==> config.mk <==
export PLATFORM = sky130hd
export DESIGN_NAME = spinner_mc_flat
export DESIGN_NICKNAME = d
export VERILOG_FILES = /design/src/rtl/spinner_mc_if.sv /design/src/rtl/spinner_mc.sv /design/src/flat_wrapper.sv
export SDC_FILE = /design/constraint.sdc
export NUM_CORES = 1
export LEC_CHECK = 0
export BUFFER_PORTS_ARGS = -buffer_cell sky130_fd_sc_hd__buf_2
export CAP_MARGIN = 20
export CORE_AREA = 5 5 144 105
export CTS_BUF_LIST = sky130_fd_sc_hd__clkbuf_4
export CTS_CLUSTER_SIZE = 10
export DETAILED_ROUTE_END_ITERATION = 16
export DIE_AREA = 0 0 149 110
export PLACE_DENSITY = 0.62
export SKIP_LAST_GASP = 1
export SLEW_MARGIN = 20
export SYNTH_ARGS = -nofsm -noshare
export SYNTH_HDL_FRONTEND = slang
export SYNTH_SLANG_ARGS = --single-unit
==> constraint.sdc <==
create_clock -name clk -period 9.45 [get_ports clk]
set_clock_uncertainty 0.1 [all_clocks]
set_input_delay 1.89 -clock clk [delete_from_list [all_inputs] [get_ports clk]]
set_output_delay 1.89 -clock clk [all_outputs]
set_load 0.01 [all_outputs]
==> src/rtl/spinner_mc_if.sv <==
// rtl/spinner_mc_if.sv - motion inputs, frame strobe and position/source outputs of spinner_mc
interface spinner_mc_if #(
   parameter int CHANNELS = 2,
   parameter int OUT_W    = 8
);
   logic                       strobe;
   logic [CHANNELS-1:0]        minus;
   logic [CHANNELS-1:0]        plus;
   logic [CHANNELS-1:0]        fast;
   logic [9*CHANNELS-1:0]      spin_in;
   logic [8:0]                 mouse_in;
   logic [CHANNELS-1:0]        clamp_en;
   logic [OUT_W*CHANNELS-1:0]  spin_out;
   logic [2*CHANNELS-1:0]      src_sel;

   modport master (
      output strobe, minus, plus, fast, spin_in, mouse_in, clamp_en,
      input  spin_out, src_sel
   );

   modport slave (
      input  strobe, minus, plus, fast, spin_in, mouse_in, clamp_en,
      output spin_out, src_sel
   );
endinterface

==> src/rtl/spinner_mc.sv <==
// rtl/spinner_mc.sv - multi-channel spinner/paddle position generator with per-frame wrap or clamp
module spinner_mc #(
   parameter int CHANNELS  = 2,
   parameter int OUT_W     = 8,
   parameter int DIG_STEP  = 1,
   parameter int FAST_STEP = 4,
   parameter int LIMIT_LO  = 0,
   parameter int LIMIT_HI  = 2**OUT_W-1,
   parameter int RESET_VAL = 0
)(
   input  logic         clk,
   input  logic         reset_n,
   spinner_mc_if.slave  bus
);
   localparam int PW     = OUT_W + 2;
   localparam int SW     = OUT_W + 3;
   localparam int PMAX_I = (1 << (OUT_W + 1)) - 1;

   localparam logic signed [PW:0]   A_MAX = (PW+1)'(PMAX_I);
   localparam logic signed [PW:0]   A_MIN = (PW+1)'(-PMAX_I);
   localparam logic signed [SW-1:0] LO_S  = SW'(LIMIT_LO);
   localparam logic signed [SW-1:0] HI_S  = SW'(LIMIT_HI);

   logic r_armed;
   logic r_strobe_q;
   logic r_mtog_q;
   logic w_frame;
   logic w_mouse_ev;

   assign w_frame    = bus.strobe & ~r_strobe_q;
   assign w_mouse_ev = r_armed & (bus.mouse_in[8] ^ r_mtog_q);

   // Toggle history always tracks the inputs; events are masked until armed.
   always_ff @(posedge clk or negedge reset_n) begin
      if (!reset_n) begin
         r_armed    <= 1'b0;
         r_strobe_q <= 1'b0;
         r_mtog_q   <= 1'b0;
      end else begin
         r_armed    <= 1'b1;
         r_strobe_q <= bus.strobe;
         r_mtog_q   <= bus.mouse_in[8];
      end
   end

   for (genvar c = 0; c < CHANNELS; c++) begin : g_ch
      logic                    r_tog_q;
      logic                    r_plus_q;
      logic                    r_minus_q;
      logic signed [PW-1:0]    r_pend;
      logic [OUT_W-1:0]        r_pos;
      logic [1:0]              r_sel;
      logic                    w_spin_ev;
      logic                    w_mouse_take;
      logic                    w_ev;
      logic                    w_btn_edge;
      logic [7:0]              w_raw;
      logic signed [PW-1:0]    w_delta;
      logic signed [PW:0]      w_acc_sum;
      logic signed [PW-1:0]    w_acc_sat;
      logic signed [SW-1:0]    w_dig;
      logic signed [SW-1:0]    w_sum;
      logic [OUT_W-1:0]        w_new_pos;

      assign w_spin_ev = r_armed & (bus.spin_in[9*c+8] ^ r_tog_q);

      // Spinner beats mouse on channel 0 when both arrive together.
      if (c == 0) begin : g_mouse
         assign w_mouse_take = w_mouse_ev & ~w_spin_ev;
      end else begin : g_no_mouse
         assign w_mouse_take = 1'b0;
      end

      assign w_ev       = w_spin_ev | w_mouse_take;
      assign w_btn_edge = (bus.plus[c] & ~r_plus_q) | (bus.minus[c] & ~r_minus_q);
      assign w_raw      = w_spin_ev ? bus.spin_in[9*c +: 8] :
                          (w_mouse_take ? bus.mouse_in[7:0] : 8'h00);
      assign w_delta    = {{(PW-8){w_raw[7]}}, w_raw};
      assign w_acc_sum  = $signed({r_pend[PW-1], r_pend}) + $signed({w_delta[PW-1], w_delta});

      always_comb begin
         w_acc_sat = w_acc_sum[PW-1:0];
         if (w_acc_sum > A_MAX)
            w_acc_sat = A_MAX[PW-1:0];
         else if (w_acc_sum < A_MIN)
            w_acc_sat = A_MIN[PW-1:0];
      end

      always_comb begin
         w_dig = '0;
         if (bus.plus[c] & ~bus.minus[c])
            w_dig = bus.fast[c] ? SW'(FAST_STEP) : SW'(DIG_STEP);
         else if (bus.minus[c] & ~bus.plus[c])
            w_dig = bus.fast[c] ? -SW'(FAST_STEP) : -SW'(DIG_STEP);
      end

      assign w_sum = $signed({3'b000, r_pos}) + $signed({r_pend[PW-1], r_pend}) + w_dig;

      always_comb begin
         w_new_pos = w_sum[OUT_W-1:0];
         if (bus.clamp_en[c]) begin
            if (w_sum > HI_S)
               w_new_pos = OUT_W'(LIMIT_HI);
            else if (w_sum < LO_S)
               w_new_pos = OUT_W'(LIMIT_LO);
         end
      end

      // An event coinciding with the frame edge seeds the next frame's motion.
      always_ff @(posedge clk or negedge reset_n) begin
         if (!reset_n) begin
            r_tog_q   <= 1'b0;
            r_plus_q  <= 1'b0;
            r_minus_q <= 1'b0;
            r_pend    <= '0;
            r_pos     <= OUT_W'(RESET_VAL);
            r_sel     <= 2'd0;
         end else begin
            r_tog_q   <= bus.spin_in[9*c+8];
            r_plus_q  <= bus.plus[c];
            r_minus_q <= bus.minus[c];
            if (w_spin_ev)
               r_sel <= 2'd1;
            else if (w_mouse_take)
               r_sel <= 2'd2;
            else if (w_btn_edge)
               r_sel <= 2'd0;
            if (w_frame) begin
               r_pos  <= w_new_pos;
               r_pend <= w_ev ? w_delta : '0;
            end else if (w_ev) begin
               r_pend <= w_acc_sat;
            end
         end
      end

      assign bus.spin_out[c*OUT_W +: OUT_W] = r_pos;
      assign bus.src_sel[2*c +: 2]          = r_sel;
   end
endmodule

==> src/flat_wrapper.sv <==
// flat-port wrapper written by rule: the top's interface ports become plain ports
module spinner_mc_flat 
#(
   parameter int CHANNELS  = 2,
   parameter int OUT_W     = 8,
   parameter int DIG_STEP  = 1,
   parameter int FAST_STEP = 4,
   parameter int LIMIT_LO  = 0,
   parameter int LIMIT_HI  = 2**OUT_W-1,
   parameter int RESET_VAL = 0
)
  (clk, reset_n, bus_strobe, bus_minus, bus_plus, bus_fast, bus_spin_in, bus_mouse_in, bus_clamp_en, bus_spin_out, bus_src_sel);
  spinner_mc_if #(.CHANNELS(CHANNELS), .OUT_W(OUT_W)) bus_i ();
  input  logic clk;
  input  logic reset_n;
  input wire logic [$bits(bus_i.strobe)-1:0] bus_strobe;
  input wire logic [$bits(bus_i.minus)-1:0] bus_minus;
  input wire logic [$bits(bus_i.plus)-1:0] bus_plus;
  input wire logic [$bits(bus_i.fast)-1:0] bus_fast;
  input wire logic [$bits(bus_i.spin_in)-1:0] bus_spin_in;
  input wire logic [$bits(bus_i.mouse_in)-1:0] bus_mouse_in;
  input wire logic [$bits(bus_i.clamp_en)-1:0] bus_clamp_en;
  output wire logic [$bits(bus_i.spin_out)-1:0] bus_spin_out;
  output wire logic [$bits(bus_i.src_sel)-1:0] bus_src_sel;
  assign bus_i.strobe = bus_strobe;
  assign bus_i.minus = bus_minus;
  assign bus_i.plus = bus_plus;
  assign bus_i.fast = bus_fast;
  assign bus_i.spin_in = bus_spin_in;
  assign bus_i.mouse_in = bus_mouse_in;
  assign bus_i.clamp_en = bus_clamp_en;
  assign bus_spin_out = bus_i.spin_out;
  assign bus_src_sel = bus_i.src_sel;
  spinner_mc #(.CHANNELS(CHANNELS), .OUT_W(OUT_W), .DIG_STEP(DIG_STEP), .FAST_STEP(FAST_STEP), .LIMIT_LO(LIMIT_LO), .LIMIT_HI(LIMIT_HI), .RESET_VAL(RESET_VAL)) u_core (.clk(clk), .reset_n(reset_n), .bus(bus_i));
endmodule
# Word-level counts from Yosys, hierarchy flattened
# Index checks and enable logic that the tools add are counted.
[totals]
rom_bits = 0
ram_bits = 0
n_memories = 0
input_bits = 38
ff_bits = 49
output_inout_bits = 20
latchBits = 0
elab_cells = 94
[classes]
shifts = 0
n_mux = 32
n_eq_ne = 0
n_mul = 0
n_reduce_logical = 4
magnitude_cmp = 8
n_bitwise = 29
n_div = 0
add_sub_neg = 6
[ops]
columns = ["operator", "count"]
rows = [
  ["two-way mux 10 bit", 10],
  ["two-way mux 8 bit", 9],
  ["two-way mux 11 bit", 4],
  ["adder 10 x 8 -> 11 bit", 2],
  ["adder 11 bit", 2],
  ["adder 9 x 10 -> 11 bit", 2],
  ["> comparator 11 x 10 -> 1 bit (second input constant)", 2],
  ["> comparator 11 x 9 -> 1 bit (second input constant)", 2],
  ["< comparator 11 x 1 -> 1 bit (second input constant)", 2],
  ["< comparator 11 x 10 -> 1 bit (second input constant)", 2],
  ["two-way mux 2 bit", 7],
  ["AND 1 bit", 13],
  ["NOT 1 bit", 10],
  ["two-way mux 3 bit", 2],
  ["nonzero test 2 bit", 3],
  ["bitwise OR 1 bit", 3],
  ["nonzero test 3 bit", 1],
  ["XOR 1 bit", 3],
]

# Logic depth before layout (Yosys ltp)
[depth]
word_depth = 12
ltp_mapped = 15
mapped_depth_nobuf = 15

# Worst setup path after synthesis
# OpenSTA, ideal clock, no wires.
[synth_path]
path_type = "input-to-reg"
start = "input bus_plus[0]"
end = "register u_core.g_ch[0].r_pos[3]"
t_arrival_ns = 4.845
path_slack_ns = 4.406
path_stages = 15
n_path_buf = 0
setup_time_ns = 0.099
required_ns = 9.251
path_cell_list = "nand2b_1 > inv_1 > o21bai_1 > fa_1 > inv_1 > ha_1 > inv_1 > fa_1 > nor2b_1 > o2111ai_1 > and4b_1 > or3_1 > a31oi_1 > nand2_1 > a311oi_1"
[synth_via]
elab_chain_len = 9
elab_cells_between_ends = 11
classes_between = "add/sub: 1; order compare: 2; mux: 5; bitwise: 3"
[synth_rtl]
columns = ["item", "line", "rtl"]
rows = [
  ["start, declared", "flat_wrapper.sv:18", "input wire logic [$bits(bus_i.plus)-1:0] bus_plus;"],
  ["NOT 1 bit", "spinner_mc.sv:93", "else if (bus.minus[c] & ~bus.plus[c])"],
  ["AND 1 bit", "spinner_mc.sv:93", ""],
  ["two-way mux 11 bit", "spinner_mc.sv:93", ""],
  ["two-way mux 11 bit (*)", "spinner_mc.sv:91", "if (bus.plus[c] & ~bus.minus[c])"],
  ["adder 11 bit (*)", "spinner_mc.sv:97", "assign w_sum = $signed({3'b000, r_pos}) + $signed({r_pend[PW-1], r_pend}) + w_dig;"],
  ["< comparator 11 x 1 -> 1 bit", "spinner_mc.sv:104", "else if (w_sum < LO_S)"],
  ["two-way mux 8 bit", "spinner_mc.sv:104", ""],
  ["two-way mux 8 bit", "spinner_mc.sv:102", "if (w_sum > HI_S)"],
  ["two-way mux 8 bit (*)", "spinner_mc.sv:101", "if (bus.clamp_en[c]) begin"],
  ["end signal, assigned", "spinner_mc.sv:116", "r_pos <= OUT_W'(RESET_VAL);"],
  ["end signal, assigned", "spinner_mc.sv:129", "r_pos <= w_new_pos;"],
  ["end, declared", "spinner_mc.sv:51", "logic [OUT_W-1:0] r_pos;"],
]
# Mark *: on every way between the ends. The rest lies on a longest branch, timed or not.
# A chain may end at the register's enable or synchronous reset.

# Worst setup path after layout
[layout_path]
start = "input bus_plus[1]"
end = "register u_core.g_ch[1].r_pos[7]"
[layout_via]
elab_chain_len = 9
elab_cells_between_ends = 11
classes_between = "add/sub: 1; order compare: 2; mux: 5; bitwise: 3"
[layout_rtl]
columns = ["item", "line"]
rows = [
  ["NOT 1 bit", "spinner_mc.sv:93"],
  ["AND 1 bit", "spinner_mc.sv:93"],
  ["two-way mux 11 bit", "spinner_mc.sv:93"],
  ["two-way mux 11 bit (*)", "spinner_mc.sv:91"],
  ["adder 11 bit (*)", "spinner_mc.sv:97"],
  ["< comparator 11 x 1 -> 1 bit", "spinner_mc.sv:104"],
  ["two-way mux 8 bit", "spinner_mc.sv:104"],
  ["two-way mux 8 bit", "spinner_mc.sv:102"],
  ["two-way mux 8 bit (*)", "spinner_mc.sv:101"],
  ["end signal, assigned", "spinner_mc.sv:116"],
  ["end signal, assigned", "spinner_mc.sv:129"],
  ["end, declared", "spinner_mc.sv:51"],
]
# Marked as above.

==> flow_summary.toml <==
[outcome]
status = "completed"

[power]
seq_power_share = 0.243
p_int_uw = 755
sw_frac_of_total = 0.479
p_comb_frac = 0.651
cellLeakagePower_uw = 0.00248
p_per_area_mw_per_mm2 = 277
ir_drop_uv = 88.8
switching_power_uw = 695
pwr-share-clk = 0.106

[clocking]
cts_htree_levels = 2
ctsResizeCount = 0
numCtsBuffers = 5
root_buffer = "clkbuf_4"
cts_setup_buffers = 0
cts.clk_slew.worst_paths_ns = 0.16
cts_max_path_buffers = 2
clock_sink_count = 48
clkLatencyLatePin_ns = 0.38
cts_tree = "done"
cts_hold_buf = 0

[yosys]
synth-seq-area-share = 0.258
synth_top_area_cell = "dfrtp_1"
syn-num-nets = 636
netlist_top_cells_area = "dfrtp_1 (26%), ha_1 (11%), fa_1 (8.6%)"
synth_enable_flop_cells = 0
ys_types = 60
synth_top_area_share = 0.258
netlist_instances = 536
async_flop_share = 1.00
synth_seq_cells = 48
syn_area_sq_mm = 0.00466
yosysWarnings = 0
synth_ff_type = "dfrtp_1"
synth_area_per_cell_sq_um = 8.69

[drt]
met1Wirelength_mm = 6.54
dr_wl_met2_mm = 5.12
dr.max_layer_used = "met4"
drt-initial-drc-count = 362
detail_route.wl_per_cell_um = 16.0
dr.pass1.iters = 5
drc = 0
vias = 4170
ant_nets = 0
vias_per_cell = 5.38
routed_wl_mm = 12.4
wl_met3_um = 629

[setup_path]
startpoint_type = "primary input"
crit-reg2reg-capture = "u_core.g_ch[0].r_pend[4]"
r2r_cells = 12
r2r-start = "u_core.g_ch[0].r_tog_q"
crit_top_cell = "inv_1"
cp_slowest_stage_delay_ns = 0.40
path_class = "primary input to flip-flop"
arrival_ns = 5.45
cpLargestDelayFamily = "compound AO/OA/AOI/OAI gates"
path_max_fanout = 8
required_ns = 9.64
crit_chain = "buf_2 -> nand2b_1 -> inv_1 -> o21bai_1 -> fa_1 -> inv_1 -> ha_1 -> inv_1 -> fa_1 -> nand2b_1 -> a21oi_1 -> nor3_1 -> a311o_1 -> o22ai_1 -> nand2_1 -> a311oi_1"
critPathBufInv = 4
r2r_setup_slack_ns = 5.73
cp_slowest_cell = "o22ai_1"
cp-end-kind = "flip-flop"

[run]
max_cap_violations = 0

[floorplan]
coreArea_sq_mm = 0.0136
pin_count = 58
die_width_um = 149
die_y_um = 110
dieArea_sq_mm = 0.0164
initial_core_util = 0.343
fp-row-count = 36

[min_path]
min_path_type = "flip-flop to flip-flop"
hp-start = "u_core.g_ch[0].r_sel[0]"
holdPathStages = 1
worstHoldEndpoint = "u_core.g_ch[0].r_sel[0]"

[timing]
rsz0062_at_grt = "false"
hold_slack_ns = 0.415
tns_ns = 0
max_freq_mhz = 190
finalSetupViolations = 0
slew_violations = 0
post-route-min-period_ns = 5.26
tightest_slew_ns = 0.648
final.period_utilization = 0.557
max_slew_margin = 0.565
final_hold_viol_count = 0

[grt]
grt_usage = 0.157
grt_max_degree = 49
grt_pass1_wl_mm = 20.6
antenna_found_initial = 0
first_global_vias = 4024
grt.overflow.total = 0

[placement]
place_congestion = 0.961
hpwl_mm = 10.3
numPortBuffers = 56

[layout]
layout_common_cells = "buf_2 (55), nor2_1 (49), dfrtp_1 (48)"
drive_gt1_frac = 0.133
antennaDiodeCount = 0
post-route-util = 0.385
final_nets = 684
syn_to_final_growth_pct = 12.4
final_common_cell = "buf_2"
-- how the worst max path moves through the flow --
| stage | slack (ns) | depth (start not counted) | endpoint | from |
|---|---|---|---|---|
| 2_1_floorplan | 4.41 | 15 | u_core.g_ch[0].r_pos[3] | bus_plus[0] |
| 3_3_place_gp | 4.03 | 16 | u_core.g_ch[1].r_pos[7] | bus_plus[1] |
| 3_5_place_dp | 3.83 | 16 | u_core.g_ch[1].r_pos[7] | bus_plus[1] |
| 4_1_cts | 4.26 | 16 | u_core.g_ch[1].r_pos[7] | bus_plus[1] |
| 5_1_grt | 4.01 | 16 | u_core.g_ch[1].r_pos[7] | bus_plus[1] |
| 6_report | 4.19 | 16 | u_core.g_ch[1].r_pos[7] | bus_plus[1] |
-- cells in the mapped netlist, types with 6 or more instances --
master     n
a211oi_1  14
a21o_1    13
xor2_1    14
fa_1      20
dfrtp_1   48
nor2_1    49
o21ai_0   40
a21oi_1   25
nand2b_1  10
nor2b_1    8
and3_1    11
o22ai_1    6
xnor2_1   10
clkbuf_1  16
o211ai_1   6
a311oi_1   8
a22o_1    11
inv_1     44
o21a_1     7
nand2_1   40
a22oi_1    6
nor3_1    11
ha_1      42
-- state kept, by name, indices dropped and copies added, names as in the netlist --
signal                 flops
u_core.r_strobe_q          1
u_core.g_ch.r_pend        20
u_core.r_armed             1
u_core.g_ch.r_minus_q      2
u_core.g_ch.r_sel          3
u_core.r_mtog_q            1
u_core.g_ch.r_plus_q       2
u_core.g_ch.r_pos         16
u_core.g_ch.r_tog_q        2
-- cells by family after synthesis --
logic type	after synthesis	share of synthesized area
AO/OA/AOI/OAI	177	0.271
AND/OR/NAND/NOR	157	0.165
multiplexers	2	0.00430
other	2	0.00161
adder cells (fa/ha/maj)	65	0.205
buffers and inverters	61	0.0499
flip-flops	48	0.258
XOR/XNOR	24	0.0451
-- power by group through the flow --
stage               clock network, uW  registers [uW]  logic [uW]
floorplan                           0             344         687
global placement                    0             358         913
detailed placement                  0             359         932
CTS                               162             354         939
global route                      169             365        1070
finish                            154             352         944
-- layer usage --
layer	vias up	global-route usage
met5	-	0
met4	0	0.0340
met3	11	0.0253
met2	130	0.239
met1	1972	0.234
li1	2057	-
-- per-stage QoR --
stage          total power [uW]  worst slack (ns)  area, sq um  cells
2_1_floorplan              1030              4.41         4660    536
3_3_place_gp               1270              4.03         5130    767
3_5_place_dp               1290              3.83         5130    767
4_1_cts                    1450              4.26         5230    775
5_1_grt                    1600              4.01         5240    775
6_report                   1450              4.19         5240    775
-- cell type report --
cell class | count | area [sq um]
inverter | 44 | 165
clock inverter | 3 | 68.8
clock buffer | 5 | 37.5
multi-input combinational | 427 | 3230
fill | 1376 | 8370
sequential | 48 | 1200
tap | 190 | 238
timing repair buffer | 58 | 298
-- worst register-to-register path, stage by stage, from the launching register on --
cell,delay (ns)
dfrtp_1,0.40
xor2_1,0.25
inv_1,0.06
and3_1,0.31
a22o_1,0.33
ha_1,0.36
a21o_1,0.21
a21oi_1,0.20
and2_1,0.21
o221ai_1,0.20
xnor2_1,0.26
a41o_1,0.30
o311ai_0,0.39
(Power assumes the default switching activity.)
